## config.mk

```make
export PLATFORM = sky130hd
export DESIGN_NAME = result_to_sign_bcd
export DESIGN_NICKNAME = d
export VERILOG_FILES = /design/src/rtl/result_to_sign_bcd.sv
export SDC_FILE = /design/constraint.sdc
export NUM_CORES = 1
export LEC_CHECK = 0
export CAP_MARGIN = 10
export CORE_MARGIN = 10
export CORE_UTILIZATION = 60
export CTS_CLUSTER_DIAMETER = 100
export DETAILED_ROUTE_END_ITERATION = 16
export GPL_TIMING_DRIVEN = 0
export PLACE_DENSITY = 0.88
export RECOVER_POWER = 50
export SKIP_LAST_GASP = 1
export SYNTH_ARGS = -nofsm -noshare
export SYNTH_HDL_FRONTEND = slang
export SYNTH_SLANG_ARGS = --single-unit
```

## constraint.sdc

```tcl
create_clock -name clk -period 3.2 [get_ports clk]
set_input_delay 0.64 -clock clk [delete_from_list [all_inputs] [get_ports clk]]
set_output_delay 0.64 -clock clk [all_outputs]
set_load 0.1 [all_outputs]
```

## src/rtl/result_to_sign_bcd.sv

```systemverilog
// Two's-complement result to sign + three BCD digits, by repeated subtraction.
// Optional RESULT_DEC_OVF_EN adds ovf_in/err: an overflowed result reports F/F/F with err set.
module result_to_sign_bcd #(
  parameter int W = 8
) (
  input  logic         clk,
  input  logic         rst,
  input  logic         start,
  input  logic [W-1:0] result,
`ifdef RESULT_DEC_OVF_EN
  input  logic         ovf_in,
  output logic         err,
`endif
  output logic         busy,
  output logic         done,
  output logic         sign,
  output logic [3:0]   hundreds,
  output logic [3:0]   tens,
  output logic [3:0]   units
);

  localparam logic [1:0] IDLE   = 2'd0;
  localparam logic [1:0] NEGATE = 2'd1;
  localparam logic [1:0] HUND   = 2'd2;
  localparam logic [1:0] TENS   = 2'd3;

  logic [1:0]   state;
  logic [W-1:0] mag;
  logic         sgn;
  logic [3:0]   h_cnt;
  logic [3:0]   t_cnt;
`ifdef RESULT_DEC_OVF_EN
  logic         ovf;
`endif

  // Widened copy so the >=100 test is valid even when W is too narrow to hold 100.
  logic [10:0]  mag_x;
  logic         ge100;
  logic         ge10;
  assign mag_x = 11'(mag);
  assign ge100 = mag_x >= 11'd100;
  assign ge10  = mag_x >= 11'd10;

  assign busy = (state != IDLE);

  always_ff @(posedge clk or posedge rst) begin
    if (rst) begin
      state    <= IDLE;
      mag      <= '0;
      sgn      <= 1'b0;
      h_cnt    <= 4'd0;
      t_cnt    <= 4'd0;
      done     <= 1'b0;
      sign     <= 1'b0;
      hundreds <= 4'd0;
      tens     <= 4'd0;
      units    <= 4'd0;
`ifdef RESULT_DEC_OVF_EN
      ovf      <= 1'b0;
      err      <= 1'b0;
`endif
    end else begin
      done <= 1'b0;
      case (state)
        IDLE: begin
          if (start) begin
            mag   <= result;
            sgn   <= result[W-1];
            h_cnt <= 4'd0;
            t_cnt <= 4'd0;
`ifdef RESULT_DEC_OVF_EN
            ovf   <= ovf_in;
`endif
            state <= NEGATE;
          end
        end
        NEGATE: begin
`ifdef RESULT_DEC_OVF_EN
          if (ovf) begin
            sign     <= 1'b0;
            hundreds <= 4'hF;
            tens     <= 4'hF;
            units    <= 4'hF;
            err      <= 1'b1;
            done     <= 1'b1;
            state    <= IDLE;
          end else begin
            if (sgn) mag <= ~mag + W'(1);
            state <= HUND;
          end
`else
          // W-bit wrap: the most negative value becomes its unsigned magnitude.
          if (sgn) mag <= ~mag + W'(1);
          state <= HUND;
`endif
        end
        HUND: begin
          if (ge100) begin
            mag   <= mag - W'(100);
            h_cnt <= h_cnt + 4'd1;
          end else begin
            state <= TENS;
          end
        end
        TENS: begin
          if (ge10) begin
            mag   <= mag - W'(10);
            t_cnt <= t_cnt + 4'd1;
          end else begin
            sign     <= sgn;
            hundreds <= h_cnt;
            tens     <= t_cnt;
            units    <= mag[3:0];
`ifdef RESULT_DEC_OVF_EN
            err      <= 1'b0;
`endif
            done     <= 1'b1;
            state    <= IDLE;
          end
        end
        default: state <= IDLE;
      endcase
    end
  end

endmodule

```

# Word level (Yosys, flattened, before mapping)
# Cells that the tools add are included.
[op_classes] n_addsub=5 n_lt_le_gt_ge=2 n_eq_ne=9 n_mux=16 bitwise=2 reduce_logical=10
[op_table] op="$mux W8" count=4
[op_table] op="$pmux W8 S4" count=1
[op_table] op="$pmux W4 S2" count=2
[op_table] op="$mux W4" count=3
[op_table] op="$ne A2 B2 Y1 const B" count=6
[op_table] op="$reduce_and A3 Y1" count=3
[op_table] op="$add A4 B1 Y4 const B" count=2
[op_table] op="$add A8 B1 Y8 const B" count=1
[op_table] op="$ge A8 B4 Y1 const B" count=1
[op_table] op="$ge A8 B7 Y1 const B" count=1
[op_table] op="$not A8 Y8" count=1
[op_table] op="$pmux W2 S4" count=1
[op_table] op="$sub A8 B4 Y8 const B" count=1
[op_table] op="$sub A8 B7 Y8 const B" count=1
[op_table] op="$mux W2" count=3
[op_table] op="$reduce_bool A2 Y1" count=3
[op_table] op="$eq A2 B2 Y1 const B" count=2
[op_table] op="$reduce_and A2 Y1" count=2
[op_table] op="$reduce_and A4 Y1" count=1
[op_table] op="$eq A2 B1 Y1 const B" count=1
[op_table] op="$logic_not A2 Y1" count=1
[op_table] op="$mux W1" count=2
[op_table] op="$not A1 Y1" count=1
[word_totals] regBits=33 in_bits=11 wordCells=54

# Depth between registers and ports, before layout
[logic_depth] ltp_word=4 depth_mapped=8 depth_no_buf=7

# Worst setup path after synthesis
# Ideal clock, no wire load.
[synth_path] path_kind="register to register" start="register state[0]" end="register state[0]" setup_time_ns=0.132 arrival_ns=2.020 required_time_ns=3.068 slack_ns=1.048 path_stages_with_launch=7 synth_period_minus_slack_ns=2.152 path_cell_list="dfrtp_1 > inv_1 > ha_1 > inv_1 > nor2_1 > a2111oi_0 > nor2_1"
[synth_via] elab_chain_len=3
[synth_lines] item="from (decl)" line="27" source="logic [1:0] state;"
[synth_lines] item="from (signal assigned)" line="48" source="state <= IDLE;"
[synth_lines] item="from (signal assigned)" line="74" source="state <= NEGATE;"
[synth_lines] item="from (signal assigned)" line="94" source="state <= HUND;"
[synth_lines] item="$eq A2 B2 Y1 / $logic_not A2 Y1 (equally long branches)" line="64" source="case (state)"
[synth_lines] item="$ne A2 B2 Y1 (no source line)"
[synth_lines] item="$reduce_and A3 Y1 (no source line)"
# Parallel ways exist; a longest one is shown, timed or not.
# A chain may end at the register's enable or synchronous reset.

# Worst setup path in the final report
[layout_path] start="register state[0]" end="output busy"
[layout_via] elab_chain_len=1
[layout_lines] item="$reduce_bool A2 Y1" line="44" source="assign busy = (state != IDLE);"
[layout_lines] item="to (decl)" line="14" source="output logic busy,"
# No other way between the ends.

==> flow_summary.json <==
{
  "status": "complete, no violations",
  "design.die.area_um2": 6320,
  "ctsHtreeMaxLevel": 2,
  "n_antenna_cell": 0,
  "setup_viol": 0,
  "arrival_ps": 2430,
  "drive_above_1_share_pct": 9.58,
  "drcViolationCount": 0,
  "gr-usage-all-layers_pct": 16.9,
  "finalClockSkew_ps": 18.8,
  "cts_sinks": 33,
  "r2r_start": "mag[2]",
  "rsz0062_at_grt": "false",
  "ys_ff_latch": 33,
  "die_h_um": 79.5,
  "synth_area_leaders": "dfrtp_1, ha_1, o21ai_0, nand2_1, mux2_2",
  "hold_buffers": 0,
  "viasPerCell": 6.13,
  "yosysWarnings": 0,
  "first_pass_iters": 4,
  "required_ps": 2560,
  "crit_path_end_kind": "primary output",
  "syn_nets": 254,
  "netlist_area_um2": 2120,
  "drtIter0Drc": 151,
  "synth.top_cell.area_share_pct": 38.9,
  "hold_violations": 0,
  "place.gp.congestion": 0.937,
  "ios": 26,
  "cp_max_fo": 7,
  "port-buffer-count": 25,
  "max_slew_margin_pct": 17.8,
  "synthFlopType": "dfrtp_1",
  "rr_worst_depth": 6,
  "synthArstFlopShare_pct": 100,
  "grt_pass1_vias": 1822,
  "grt_antenna_before_repair": 0,
  "grt_start_max_net_pins": 24,
  "setup_ws_ps": 134,
  "yosys.area.top_type": "dfrtp_1",
  "yosysMostFrequentCell": "dfrtp_1",
  "yosysSeqAreaShare_pct": 38.9,
  "start_kind": "flip-flop",
  "syn_to_final_growth_pct": 18.7,
  "root_buffer": "clkbuf_4",
  "ant_nets": 0,
  "ys_types": 48,
  "synth.avg_cell_area_um2": 9.36,
  "timing.hold.worst.class": "reg2reg",
  "tns_ps": 0,
  "whs_ps": 491,
  "drv_cap": 0,
  "tightest_slew_ps": 1230,
  "nets": 287,
  "die_w_um": 79.5,
  "timing.final.crit_period_ps": 3070,
  "maxSlewViolCount": 0,
  "rrSetupSlack_ps": 910,
  "clk_pin_slew_worst_paths_ps": 110,
  "post-cts-setup-buffer-count": 0,
  "initial_core_util_pct": 62.7,
  "synthTopCellsByCount": "dfrtp_1, nand2_1, o21ai_0",
  "pre_cts_slack_ps": 516,
  "num_rows": 21,
  "crit_type": "reg2out",
  "hold_path_startpoint": "hundreds[1]",
  "dp_hpwl_um": 3790,
  "detail_route.wl_per_cell_um": 17.0,
  "ctsLongestPathBuffers": 2,
  "synthCells": 227,
  "cts_tree": "built",
  "wl_um": 5210,
  "vias": 1882,
  "placedCellCount": 299,
  "cts_made_buffers": 5,
  "grt_pass1_wl_um": 8570,
  "coreArea_um2": 3390,
  "whs_path_depth": 2,
  "hold-path-endpoint": "hundreds[1]",
  "fin_cells": 307,
  "max_freq_ghz": 0.326,
  "cts_resized": 0,
  "period_share_pct": 95.8,
  "crit-reg2reg-capture": "hundreds[3]",
  "synth_edf_count": 0,
  "clk-insertion-delay-late_ps": 350,
  "overflow": 0,
  "fillers": 234
}
==> worst max path at each step <==
stage          startpoint        to  slack [ps]
6_report         state[0]      busy         130
5_1_grt          state[0]      busy          60
4_1_cts          state[0]      busy         140
3_5_place_dp     state[0]      busy         520
3_3_place_gp     state[0]      busy         550
2_1_floorplan    state[0]  state[0]        1050
==> cell usage in the layout (no fill, tap or decap), types with 2 or more instances in the layout <==
cell type / n
dlygate4sd3_1: 2
nor2_1: 14
a32oi_1: 2
o21ai_0: 22
nand2_1: 28
o31ai_1: 3
a31oi_1: 5
mux2_2: 9
nand3_1: 6
o41ai_1: 2
a221oi_1: 2
nand2b_1: 4
o31a_1: 2
clkbuf_4: 5
xnor2_1: 2
ha_1: 16
dfrtp_1: 33
inv_1: 13
clkdlybuf4s50_1: 23
mux2i_1: 8
nor2b_1: 6
nand4_1: 4
buf_2: 2
clkbuf_1: 9
o221ai_1: 2
a21oi_1: 8
a211o_1: 2
nor3_1: 2
==> metal layers <==
metal  share of wire (%)  routed length (um)  track usage, %  up-vias
met4                 1.3                  69            8.24        0
li1                    -                   -               -      881
met1                  42                2210            20.0      924
met5                   0                   0               0        -
met2                  50                2630            27.8       67
met3                 5.7                 299            4.17       10
==> flip-flops by register name, summed over array words and instances (netlist names), 2 cells and up <==
signal	cells
mag	8
h_cnt	4
hundreds	4
t_cnt	4
tens	4
units	4
state	2
==> cell families after synthesis <==
family / count (synthesis) / share of synthesized area (%)
flops: 33 / 38.9
fa+ha+maj: 16 / 9.42
xor+xnor: 3 / 1.24
simple gates: 71 / 16.1
mux: 18 / 9.25
compound gates: 62 / 20.4
buf+inv: 24 / 4.71
==> metrics by stage <==
stage,util (%),cell area (um2)
after floorplan,-,2120
after global routing,74.4,2520
after detailed placement,72.6,2460
after CTS,75.1,2540
after global placement,71.8,2430
final,74.4,2520
==> final cells by class <==
class,instances,area [um2],area share (%)
plain buffers,10,47.5,1.89
inverters,14,52.6,2.08
well taps,46,57.6,2.28
multi-input cells,170,1200,47.5
repair buffers,26,254,10.1
clock inverters,1,30.0,1.19
clock buffers,7,55.1,2.18
flip-flops and latches,33,826,32.8
==> critical path, stage by stage, from the launching register on <==
cell and delay (ps):
dfrtp_1 430, inv_1 100, ha_1 280, inv_1 120, clkdlybuf4s50_1 1140
Power is left out: the tool's default activity adds up to more than one toggle a clock period on the data nets, which glitch-free logic cannot reach.
==> patch 1: new RTL, same flow settings <==
Change the parameter `W` from 8 to 12.
--- a/src/rtl/result_to_sign_bcd.sv
+++ b/src/rtl/result_to_sign_bcd.sv
@@ -2,5 +2,5 @@
 // Optional RESULT_DEC_OVF_EN adds ovf_in/err: an overflowed result reports F/F/F with err set.
 module result_to_sign_bcd #(
-  parameter int W = 8
+  parameter int W = 12
 ) (
   input  logic         clk,
Interface: changed (resized result); port bits go from 26 to 30. No check against the original RTL was run, so the function may have changed too.
==> patch 1 against the unedited design <==
Synthesized area rose by 17%. Wire length rose by 21%. Sequential cell count rose by 3. Setup slack improved by 0.20 ns. Global-route usage rose by 0.67 points. Maximum frequency rose by 7.0%. Cell area rose by 17%. Critical path depth did not move. Clock skew fell by 0.012 ns. Die area rose by 13%. Largest cell class unchanged.
Power is not shown: default switching activity piles up to over one toggle a cycle in this logic, so the estimate is an artifact.
==> patch 1: results (changes against the unedited design) <==
Finish
  – Inserted Diodes: 0 (unchanged)
  – Largest register FFs: 11 (+3)
  – Share of layout cells above drive strength 1: 0.0542 (-0.0416)
  – Biggest register: mag
  – Final nets: 360 (+25%)

Routing
  – DR iter-0 viols: 280 (+85%)
  – Vias per cell: 6.13 (about the same)
  – DR WL/cell: 16.5 µm (-2.5%)
  – Pre-antenna DRT Iters: 5 (+1)

Logic synthesis
  – Sequential share of the synthesized area: 0.362 (-0.0263)
  – Cell variety after synth: 49 (+2.1%)
  – Yosys warns: 0 (unchanged)
  – Syn_nets: 323 (+27%)
  – Top cells by area, synth: dfrtp_1 36%, nand2_1 8.2%, ha_1 7.0%
  – FFs w/ async S/R, synth: 1.00 (unchanged)
  – Commonest cells in the netlist: 54 x nand2_1, 36 x dfrtp_1, 25 x o21ai_0

Global routing
  – Global Route Usage Sum: 0.175 (+0.00672)
  – Initial antenna violation count: 0 (unchanged)
  – First-pass GRT wire length: 10.6 mm (+24%)
  – Largest net degree at the start of global routing: 25 (+4.2%)
  – Vias in the first global route: 2286 (+25%)

Setup path
  – CP top delay family: buffers and inverters
  – Crit path max fanout: 6 (-1)
  – Largest stage delay on the critical path: 1.12 ns (-0.02 ns)
  – Worst r2r dst: hundreds[0]
  – FF-to-FF path depth: 8 (+2)
  – Worst reg2reg setup slack: 0.48 ns (-0.43 ns)
  – Critical path's slowest cell: clkdlybuf4s50_1
  – CP arrival: 2.23 ns (-0.20 ns)
  – Reg2Reg Launch Point: mag[2]

Min path
  – WHS Path Cells: 2 (unchanged)
  – Worst hold endpoint: hundreds[1]
  – Hold Path Class: reg2reg
  – Worst Hold Launch: hundreds[1]

Clock tree
  – Post-CTS Setup Inserts: 0 (unchanged)
  – Root Buffer: clkbuf_8
  – Clk_lat worst skew: 0.29 ns (-0.06 ns)
  – Clk pin slew, worst setup/hold paths: 0.07 ns (-0.04 ns)
  – CTS Buffer Depth: 2 (unchanged)
  – CTS resizes: 0 (unchanged)
  – H-tree depth: 2 (unchanged)
  – Cts bufs inserted: 5 (unchanged)

STA
  – Clock skew: 0.00659 ns (-0.0122 ns)
  – Slew @ Worst Pin: 1.24 ns (+0.00960 ns)

Place
  – Detailed placement HPWL: 4.71 mm (+24%)
  – Placer Congestion: 0.946 (+1.0%)
  – Number of buffers added on ports: 29 (+16%)

Outcome
  – Status: finished clean
==> patch 1: final cells by class <==
cell class | count | area (µm²)
fill | 314 | 1060
multi-input combinational | 226 | 1450
timing repair buffer | 30 | 294
inverter | 15 | 56.3
tap | 50 | 62.6
buffer | 17 | 71.3
clock inverter | 2 | 35.0
sequential | 36 | 901
clock buffer | 6 | 72.6
==> patch 1: worst max path at each step <==
stage,start,endpoint,cells after the start
3_3_place_gp,start,mag[8],7
6_report,state[1],busy,4
5_1_grt,state[0],busy,4
2_1_floorplan,mag[3],mag[8],8
3_5_place_dp,start,mag[8],7
4_1_cts,state[1],busy,4
==> patch 1: cell families after synthesis <==
family	count (synthesis)	share of synthesized area
AOI/OAI and AO/OA	73	0.197
xor gates and xnor gates	8	0.0282
adders and majority gates	14	0.0705
buffers and inverters	32	0.0513
DFF	36	0.362
muxes	14	0.0594
and+or+nand+nor	117	0.231
==> patch 1: stage by stage <==
step	setup WS (ns)	instance area, µm²	utilization	hold slack, ns	cells
final	0.333	2940	0.735	0.465	382
after global routing	0.215	2940	0.735	0.498	382
after CTS	0.330	2970	0.744	0.471	382
after detailed placement	0.619	2870	0.717	0.456	374
after global placement	0.640	2840	0.710	0.449	373
after floorplan	1.04	2490	-	0.479	294
==> patch 1: routing by layer <==
layer	GRT usage	routed length [µm]	up-vias
li1	-	-	1123
met1	0.217	2670	1081
met2	0.288	2980	128
met3	0.0454	573	11
met4	0.0629	92	0
met5	0	0	-
==> patch 1: tightest hold or removal path: stages, from the launching register on <==
cell and delay, ns:
dfrtp_1 0.34, nand2_1 0.05, nand2_1 0.05
==> patch 2: new RTL, same flow settings <==
Without the edit above. Register the inputs `start` and `result` before use, cleared by the reset. The logic sees them one clock later.
--- a/src/rtl/result_to_sign_bcd.sv
+++ b/src/rtl/result_to_sign_bcd.sv
@@ -24,4 +24,17 @@
   localparam logic [1:0] HUND   = 2'd2;
   localparam logic [1:0] TENS   = 2'd3;
+
+  logic start_q;
+  logic [W-1:0] result_q;
+
+  always_ff @(posedge clk or posedge rst) begin
+    if (rst) begin
+      start_q  <= '0;
+      result_q <= '0;
+    end else begin
+      start_q  <= start;
+      result_q <= result;
+    end
+  end
 
   logic [1:0]   state;
@@ -64,7 +77,7 @@
       case (state)
         IDLE: begin
-          if (start) begin
-            mag   <= result;
-            sgn   <= result[W-1];
+          if (start_q) begin
+            mag   <= result_q;
+            sgn   <= result_q[W-1];
             h_cnt <= 4'd0;
             t_cnt <= 4'd0;
Behaviour: not the same (Yosys sat finds a counterexample within 4 cycles, from zero or initial values and one cycle with rst high).
==> patch 2 against the unedited design <==
The flow now finishes with violations (capacitance limit, slew limit). Via count shrank 0.21%. Core utilization is 0.15 points higher. Wire length is 3.8% higher. Cell count grew 2.6%. Sequential share of layout area increased by 4.9 points. Global-route usage decreased by 0.69 points. Setup slack improved by 0.12 ns. Cell area grew 11%. Die area grew 9.0%. Sequential cell count up 9. Synthesized area is 12% higher. Clock skew decreased by 0.011 ns. Critical path type unchanged. Largest cell class unchanged.
Power is not shown: default switching activity piles up to over one toggle a cycle in this logic, so the estimate is an artifact.
==> patch 2: results (changes against the unedited design) <==
Outcome
  – Status: finished with violations
  – Violated checks: capacitance limit, slew limit

Place
  – Dpl cells: 307 (+2.7%)
  – Placer Congestion: 0.939 (+0.22%)

Setup path
  – Worst reg2reg setup slack: 0.76 ns (-0.15 ns)
  – Worst r2r dst: mag[6]
  – CP arrival: 2.31 ns (-0.12 ns)

Clock tree
  – Root Buffer: clkbuf_8
  – Clk_lat worst skew: 0.31 ns (-0.04 ns)

Min path
  – Worst Hold Launch: units[3]
  – Worst hold endpoint: units[3]

Global routing
  – First-pass GRT wire length: 9.45 mm (+10%)
  – Vias in the first global route: 1919 (+5.3%)
  – Global Route Usage Sum: 0.162 (-0.00690)
  – Largest net degree at the start of global routing: 43 (+79%)

Finish
  – Share of layout cells above drive strength 1: 0.139 (+0.0428)
  – Final std cells w/o fill: 315 (+2.6%)
  – Final nets: 293 (+2.1%)
  – Fillers: 285 (+22%)

Logic synthesis
  – Cell variety after synth: 49 (+2.1%)
  – Top cells by area, synth: dfrtp_1 44%, ha_1 8.4%, mux2_2 7.1%
  – Post-Synthesis Cells: 234 (+3.1%)
  – Sequential share of the synthesized area: 0.441 (+0.0525)
  – Syn_nets: 261 (+2.8%)

STA
  – Clock skew: 0.00806 ns (-0.0107 ns)
  – Slew @ Worst Pin: 1.55 ns (+0.319 ns)
  – Slew Limit Fails: 43 (+43)

Routing
  – Routed WL: 5.41 mm (+3.8%)
  – DR iter-0 viols: 178 (+18%)
  – Vias per cell: 5.96 (-2.7%)

Flow run
  – Max Cap Viol: 1 (+1)
-- patch 2: cell type report --
class | instances | area share
tap | 48 | 0.0215
timing repair buffer | 25 | 0.0897
clock inverter | 3 | 0.0103
buffer | 13 | 0.0229
inverter | 13 | 0.0175
clock buffer | 5 | 0.0247
multi-input combinational | 166 | 0.437
sequential | 42 | 0.377
-- patch 2: worst max-delay path by stage --
| stage | start | end |
|---|---|---|
| floorplan | state[0] | state[1] |
| global placement | state[0] | busy |
| detailed placement | state[0] | busy |
| CTS | state[0] | busy |
| global route | state[0] | busy |
| finish | state[0] | busy |
-- patch 2: layer usage --
layer	GRT usage	share of wire	vias up
met3	0.0410	0.060	6
met5	0	0	-
li1	-	-	902
met1	0.207	0.45	904
met2	0.256	0.48	66
met4	0.0585	0.012	0
-- patch 2: through the flow --
| stage | utilization | worst slack, ns | instance area (µm²) | hold WS [ns] |
|---|---|---|---|---|
| global placement | 0.719 | 0.598 | 2690 | 0.461 |
| finish | 0.745 | 0.251 | 2790 | 0.480 |
| detailed placement | 0.719 | 0.588 | 2690 | 0.469 |
| CTS | 0.745 | 0.239 | 2790 | 0.489 |
| floorplan | - | 0.930 | 2380 | 0.463 |
| global route | 0.745 | 0.146 | 2790 | 0.517 |
-- patch 2: logic make-up after synthesis --
group	after synthesis	synth area share
flip-flops	42	0.441
buffers and inverters	26	0.0473
AO/OA/AOI/OAI	62	0.198
AND/OR/NAND/NOR	70	0.148
XOR/XNOR	3	0.0110
adder cells (fa/ha/maj)	16	0.0840
multiplexers	15	0.0709
-- patch 2: worst register-to-register path, delay by kind of cell, from the launching register on --
family,cells,cell delay (ns)
DFF,1,0.51
muxes,1,0.40
buffers and inverters,1,0.20
AOI/OAI and AO/OA,2,0.72
and+or+nand+nor,1,0.20
adders and majority gates,1,0.30
